==> src/rtl/draw_cmd_queue.sv <==
// Line-draw command queue: range-checks 52-bit commands against a 640x480 frame and
// feeds them one at a time to the line drawing engine. Optional stats: DRAW_CMD_QUEUE_STATS_EN.
module draw_cmd_queue #(
    parameter int DEPTH = 16,
    parameter int AW    = $clog2(DEPTH)
) (
    input  logic          clk,
    input  logic          rst_,
    input  logic [51:0]   in_op,
    input  logic          in_rts,
    output logic          in_rtr,
    output logic [51:0]   out_op,
    output logic          out_rts,
    input  logic          out_rtr,
    input  logic          flush,
    input  logic          clr_err,
    output logic [AW:0]   count,
    output logic          busy,
    output logic          reject_err
`ifdef DRAW_CMD_QUEUE_STATS_EN
    ,
    output logic [15:0]   issued_cnt,
    output logic [7:0]    reject_cnt
`endif
);

    // state   | meaning
    // S_EMPTY | output register holds nothing, out_rts low
    // S_FULL  | output register holds the oldest command, out_rts high
    typedef enum logic {
        S_EMPTY = 1'b0,
        S_FULL  = 1'b1
    } state_t;

    localparam int            SLOTS    = DEPTH - 1;
    localparam logic [AW-1:0] PTR_LAST = AW'(SLOTS - 1);
    localparam logic [AW:0]   CAP      = (AW + 1)'(DEPTH);
    localparam logic [9:0]    X_MAX    = 10'd639;
    localparam logic [9:0]    Y_MAX    = 10'd479;

    state_t          r_state;
    state_t          w_state_nxt;
    logic [51:0]     r_mem [0:SLOTS-1];
    logic [AW-1:0]   r_wr_ptr;
    logic [AW-1:0]   r_rd_ptr;
    logic [AW:0]     r_count;
    logic [51:0]     r_out_op;
    logic            r_reject_err;

    logic            w_accept;
    logic            w_in_range;
    logic            w_push;
    logic            w_reject;
    logic            w_issue;
    logic [AW:0]     w_fifo_cnt;
    logic            w_fifo_nempty;
    logic            w_pop;
    logic            w_fifo_wr;
    logic            w_load_in;

    assign w_in_range = (in_op[51:42] <= X_MAX) && (in_op[31:22] <= X_MAX) &&
                        (in_op[41:32] <= Y_MAX) && (in_op[21:12] <= Y_MAX);

    assign in_rtr   = !flush && (r_count < CAP);
    assign w_accept = in_rts && in_rtr;
    assign w_push   = w_accept && w_in_range;
    assign w_reject = w_accept && !w_in_range;
    assign w_issue  = (r_state == S_FULL) && out_rtr;

    // The output register is part of count; the FIFO holds whatever is left.
    assign w_fifo_cnt    = r_count - {{AW{1'b0}}, (r_state == S_FULL)};
    assign w_fifo_nempty = (w_fifo_cnt != '0);

    always_ff @(posedge clk) begin
        if (rst_) begin
            r_state <= S_EMPTY;
        end else begin
            r_state <= w_state_nxt;
        end
    end

    always_comb begin
        w_state_nxt = r_state;
        w_pop       = 1'b0;
        w_fifo_wr   = 1'b0;
        w_load_in   = 1'b0;
        case (r_state)
            S_EMPTY: begin
                if (w_fifo_nempty) begin
                    w_pop       = 1'b1;
                    w_fifo_wr   = w_push;
                    w_state_nxt = S_FULL;
                end else if (w_push) begin
                    w_load_in   = 1'b1;
                    w_state_nxt = S_FULL;
                end
            end
            S_FULL: begin
                if (w_issue) begin
                    if (w_fifo_nempty) begin
                        w_pop     = 1'b1;
                        w_fifo_wr = w_push;
                    end else if (w_push) begin
                        w_load_in = 1'b1;
                    end else begin
                        w_state_nxt = S_EMPTY;
                    end
                end else begin
                    w_fifo_wr = w_push;
                end
            end
            default: w_state_nxt = S_EMPTY;
        endcase
        if (flush) begin
            w_state_nxt = S_EMPTY;
            w_pop       = 1'b0;
            w_fifo_wr   = 1'b0;
            w_load_in   = 1'b0;
        end
    end

    always_ff @(posedge clk) begin
        if (w_fifo_wr) begin
            r_mem[r_wr_ptr] <= in_op;
        end
    end

    always_ff @(posedge clk) begin
        if (rst_) begin
            r_wr_ptr <= '0;
            r_rd_ptr <= '0;
        end else if (flush) begin
            r_wr_ptr <= '0;
            r_rd_ptr <= '0;
        end else begin
            if (w_fifo_wr) begin
                r_wr_ptr <= (r_wr_ptr == PTR_LAST) ? '0 : r_wr_ptr + 1'b1;
            end
            if (w_pop) begin
                r_rd_ptr <= (r_rd_ptr == PTR_LAST) ? '0 : r_rd_ptr + 1'b1;
            end
        end
    end

    always_ff @(posedge clk) begin
        if (rst_) begin
            r_out_op <= '0;
        end else if (w_pop) begin
            r_out_op <= r_mem[r_rd_ptr];
        end else if (w_load_in) begin
            r_out_op <= in_op;
        end
    end

    always_ff @(posedge clk) begin
        if (rst_) begin
            r_count <= '0;
        end else if (flush) begin
            r_count <= '0;
        end else begin
            r_count <= r_count + (AW + 1)'(w_push) - (AW + 1)'(w_issue);
        end
    end

    // A reject in the same cycle as clr_err keeps the flag set.
    always_ff @(posedge clk) begin
        if (rst_) begin
            r_reject_err <= 1'b0;
        end else if (w_reject) begin
            r_reject_err <= 1'b1;
        end else if (clr_err) begin
            r_reject_err <= 1'b0;
        end
    end

`ifdef DRAW_CMD_QUEUE_STATS_EN
    logic [15:0] r_issued_cnt;
    logic [7:0]  r_reject_cnt;

    always_ff @(posedge clk) begin
        if (rst_) begin
            r_issued_cnt <= '0;
            r_reject_cnt <= '0;
        end else begin
            if (w_issue) begin
                r_issued_cnt <= r_issued_cnt + 16'd1;
            end
            if (w_reject && (r_reject_cnt != 8'hFF)) begin
                r_reject_cnt <= r_reject_cnt + 8'd1;
            end
        end
    end

    assign issued_cnt = r_issued_cnt;
    assign reject_cnt = r_reject_cnt;
`endif

    assign out_op     = r_out_op;
    assign out_rts    = (r_state == S_FULL);
    assign count      = r_count;
    assign busy       = (r_count != '0);
    assign reject_err = r_reject_err;

endmodule

==> config.mk <==
export PLATFORM = sky130hd
export DESIGN_NAME = draw_cmd_queue
export DESIGN_NICKNAME = d
export VERILOG_FILES = /design/src/rtl/draw_cmd_queue.sv
export SDC_FILE = /design/constraint.sdc
export NUM_CORES = 1
export LEC_CHECK = 0
export BUFFER_PORTS_ARGS = -buffer_cell sky130_fd_sc_hd__buf_2
export CAP_MARGIN = 40
export CORE_MARGIN = 4
export CORE_UTILIZATION = 30
export CTS_BUF_LIST = sky130_fd_sc_hd__clkbuf_8
export DETAILED_ROUTE_END_ITERATION = 8
export GPL_ROUTABILITY_DRIVEN = 0
export HOLD_SLACK_MARGIN = 0.03
export MAX_ROUTING_LAYER = met4
export PLACE_DENSITY_LB_ADDON = 0.25
export SYNTH_ARGS = -nofsm -noshare
export SYNTH_HDL_FRONTEND = slang
export SYNTH_SLANG_ARGS = --single-unit
==> constraint.sdc <==
create_clock -name clk -period 7.05 [get_ports clk]
set_input_delay 0 -clock clk [delete_from_list [all_inputs] [get_ports clk]]
set_output_delay 0 -clock clk [all_outputs]
set_load 0.005 [all_outputs]
==> results.toml <==
[run_status]
outcome = "finished, final reports clean"

[floorplan]
core_region_area_sq_um = 109000
core.rowCount = 121
floorplan.initialDensity_pct = 30.2
chipHeight_um = 340
dieWidth_um = 340
num_io_pins = 119
design.die.area_sq_um = 115000

[clock_tree]
cts_sinks = 851
number_of_h_tree_branching_levels = 4
clk_pin_slew_worst_paths_ns = 0.06
cts_buffer_depth = 3
clkLatencyLatePin_ns = 0.78
tritoncts_clock_tree = "done"
total_cts_buffers = 142
clock_tree.root_cell = "sky130_fd_sc_hd__clkbuf_8"

[global_route]
globalRouteTotalUtil_pct = 15.2
grt_start_max_net_pins = 142
grt_overflow = 0
vias_in_the_first_global_route = 18531
grt_antenna_before_repair = 5
grt_first_pass_wirelength_um = 126000

[logic_synthesis]
synth_area_leaders = "sky130_fd_sc_hd__edfxtp_1 (71%), sky130_fd_sc_hd__mux4_2 (8.3%), sky130_fd_sc_hd__dfxtp_1 (4.3%)"
synth_edf_count = 780
synthCells = 1808
synth_most_common_cell = "sky130_fd_sc_hd__edfxtp_1"
yosysWarningCount = 0
yosys.area_share.adder_pct = 0.402
yosysSeqAreaShare_pct = 75.4
avg_synthesized_cell_area_sq_um = 18.2
synth_compound_area_share_pct = 6.53
synth_cell_types = 63
async_reset_ff_share_pct = 0
yosys.area_share.xor_xnor_pct = 0.163
synth_top_flop_cell = "sky130_fd_sc_hd__edfxtp_1"
post_synth_instance_area_sq_um = 33000
synthMuxAreaShare_pct = 12.6
synth_top_area_share_pct = 71.0
dominant_combinational_cell_family_by_area_after_synthesis = "multiplexers"
ys_top_cells_by_count = "sky130_fd_sc_hd__edfxtp_1 (780), sky130_fd_sc_hd__mux2i_1 (130), sky130_fd_sc_hd__mux4_2 (122), sky130_fd_sc_hd__nand2_1 (98), sky130_fd_sc_hd__a21oi_1 (88)"
syn_nets = 1876
synthSimpleGateAreaFrac_pct = 3.04
synth_area_leader_cell = "sky130_fd_sc_hd__edfxtp_1"
ys_ff_latch = 851

[power]
combPwrFrac_pct = 9.9
seqPwrFrac_pct = 52.9
clock_power_share_pct = 37.1
power-per-cell-area_nw_per_um2 = 278
static-leakage-power_nw = 12.1
p_int_mw = 8.07
worst_ir_drop_vdd_mv = 0.162
p_sw_share_pct = 24.9
switching_power_mw = 2.68

[sta]
final-max-slew-violation-count = 0
worst_slew_margin_rel_pct = 26.3
setup_tns_ns = 0
tightest_slew_ns = 1.11
tmin_final_ns = 3.92
fin_crit_sh_pct = 55.6
hold_viol_final = 0
rsz0062_at_grt = "false"
setup_viol_count_final = 0
fmax_ghz = 0.255
whs_ns = 0.145
finalClockSkew_ns = 0.0321

[critical_path]
setup.worst_path.start_class = "register"
setup.worst_path.end_class = "register"
crit_path_max_fanout = 34
worstPathArrival_ns = 4.31
reg2regPathDepth = 9
worst-setup-path-type = "register to register"
worstPathRequired_ns = 7.44

[cells_and_area]
register_area_sq_um = 24900
multi_input_area_sq_um = 7640
syn_to_final_growth_pct = 17.2
layout.core_utilization_pct = 35.4
final_nets = 2136
fillCellCount = 10250
layout-drive-gt1-share_pct = 23.5

[detailed_routing]
routed_wire_length_per_instance_um = 23.9
dr_total_vias = 17777
detailedRoute.firstPassIterationCount = 5
drt-initial-drc-count = 1464
final_antenna_net_count = 0
wl_um = 85900
remaining_drc_errors = 0
vias_per_cell = 4.94

[placement]
detailed_place_hpwl_um = 47100
port_buffers = 118

[min_path]
min_path_type = "input port to register"
worst_hold_path_stage_count = 3

[run]
cap_viol_max_count = 0
stage by stage:
| stage | setup WS [ns] | std cells | area [sq um] | power, mW |
|---|---|---|---|---|
| after floorplan | 1.38 | 1808 | 33000 | 6.35 |
| after global placement | 2.93 | 3267 | 35200 | 6.82 |
| after detailed placement | 2.93 | 3276 | 35400 | 6.86 |
| after CTS | 3.09 | 3591 | 38600 | 10.9 |
| after global routing | 2.92 | 3595 | 38600 | 11.2 |
| final | 3.13 | 3596 | 38600 | 10.8 |
logic make-up after synthesis:
group | count (synthesis)
xor+xnor | 4
flops | 851
simple gates | 216
buf+inv | 119
mux | 262
compound gates | 346
fa+ha+maj | 10
flip-flops by register name (all words and copies together), names as in the netlist, named ones only:
signal      count
out_op         52
reject_err      1
r_rd_ptr        4
r_mem         780
count           5
out_rts         1
r_wr_ptr        4
worst max-delay path, stage by stage, from the launching register on:
cell	delay, ns
sky130_fd_sc_hd__dfxtp_1	0.46
sky130_fd_sc_hd__inv_1	0.14
sky130_fd_sc_hd__ha_1	0.22
sky130_fd_sc_hd__nand2b_1	0.09
sky130_fd_sc_hd__a21oi_1	0.11
sky130_fd_sc_hd__o21ai_4	0.35
sky130_fd_sc_hd__o31ai_1	0.19
sky130_fd_sc_hd__or3_1	0.52
sky130_fd_sc_hd__nor2_4	0.75
sky130_fd_sc_hd__buf_4	0.65
power groups by stage:
stage / registers, mW / clock network, mW / logic, mW
2_1_floorplan: 5.76 / 0 / 0.590
3_3_place_gp: 5.82 / 0 / 1.00
3_5_place_dp: 5.80 / 0 / 1.06
4_1_cts: 5.70 / 4.11 / 1.10
5_1_grt: 5.71 / 4.35 / 1.17
6_report: 5.69 / 3.99 / 1.07
repair_timing:
action                    CTS  global route
gates resized for setup     0             0
hold buffers               62             0
buffers inserted            0             0
hold endpoints to repair  851             0
placed cells by master, fill, tap and decap left out, types with 14 or more instances in the layout:
cell,Yosys,routed
sky130_fd_sc_hd__edfxtp_1,780,780
sky130_fd_sc_hd__mux4_2,122,122
sky130_fd_sc_hd__dfxtp_1,71,68
sky130_fd_sc_hd__o22ai_1,38,38
sky130_fd_sc_hd__buf_4,19,36
sky130_fd_sc_hd__a21oi_1,88,88
sky130_fd_sc_hd__clkinv_1,0,24
sky130_fd_sc_hd__o211ai_1,14,14
sky130_fd_sc_hd__dlygate4sd3_1,0,62
sky130_fd_sc_hd__buf_2,24,118
sky130_fd_sc_hd__nor2_1,41,29
sky130_fd_sc_hd__inv_1,9,62
sky130_fd_sc_hd__o21ai_1,35,34
sky130_fd_sc_hd__o21ai_0,73,73
sky130_fd_sc_hd__clkbuf_8,0,152
sky130_fd_sc_hd__a21o_1,34,34
sky130_fd_sc_hd__a221oi_1,33,33
sky130_fd_sc_hd__nand2_1,98,98
sky130_fd_sc_hd__mux2i_1,130,130
sky130_fd_sc_hd__nand3_1,16,16
final timing paths:
path / start / end / slack [ns]
setup / recovery: count[1] / r_mem[9][14] / 3.13
hold / removal: rst_ / out_op[41] / 0.15
hold reg to reg: out_op[7] / out_op[7] / 0.46
setup reg to reg: count[1] / r_mem[9][14] / 3.13
metal layers:
metal | part of all wire (%) | vias to the layer above | GRT usage (%)
li1 | - | 7831 | -
met1 | 45 | 9298 | 20.0
met2 | 48 | 502 | 24.0
met3 | 5.1 | 146 | 2.99
met4 | 2.2 | 0 | 4.84
met5 | 0 | - | -
cell type report:
type	count	area share (%)
inverters	9	0.0874
clock buffers	152	5.41
repair buffers	226	4.49
well taps	1414	4.58
clock inverters	101	1.30
diodes	5	0.0324
flip-flops and latches	851	64.3
multi-input cells	838	19.8
Note: power is estimated with default switching activity, not from simulation.
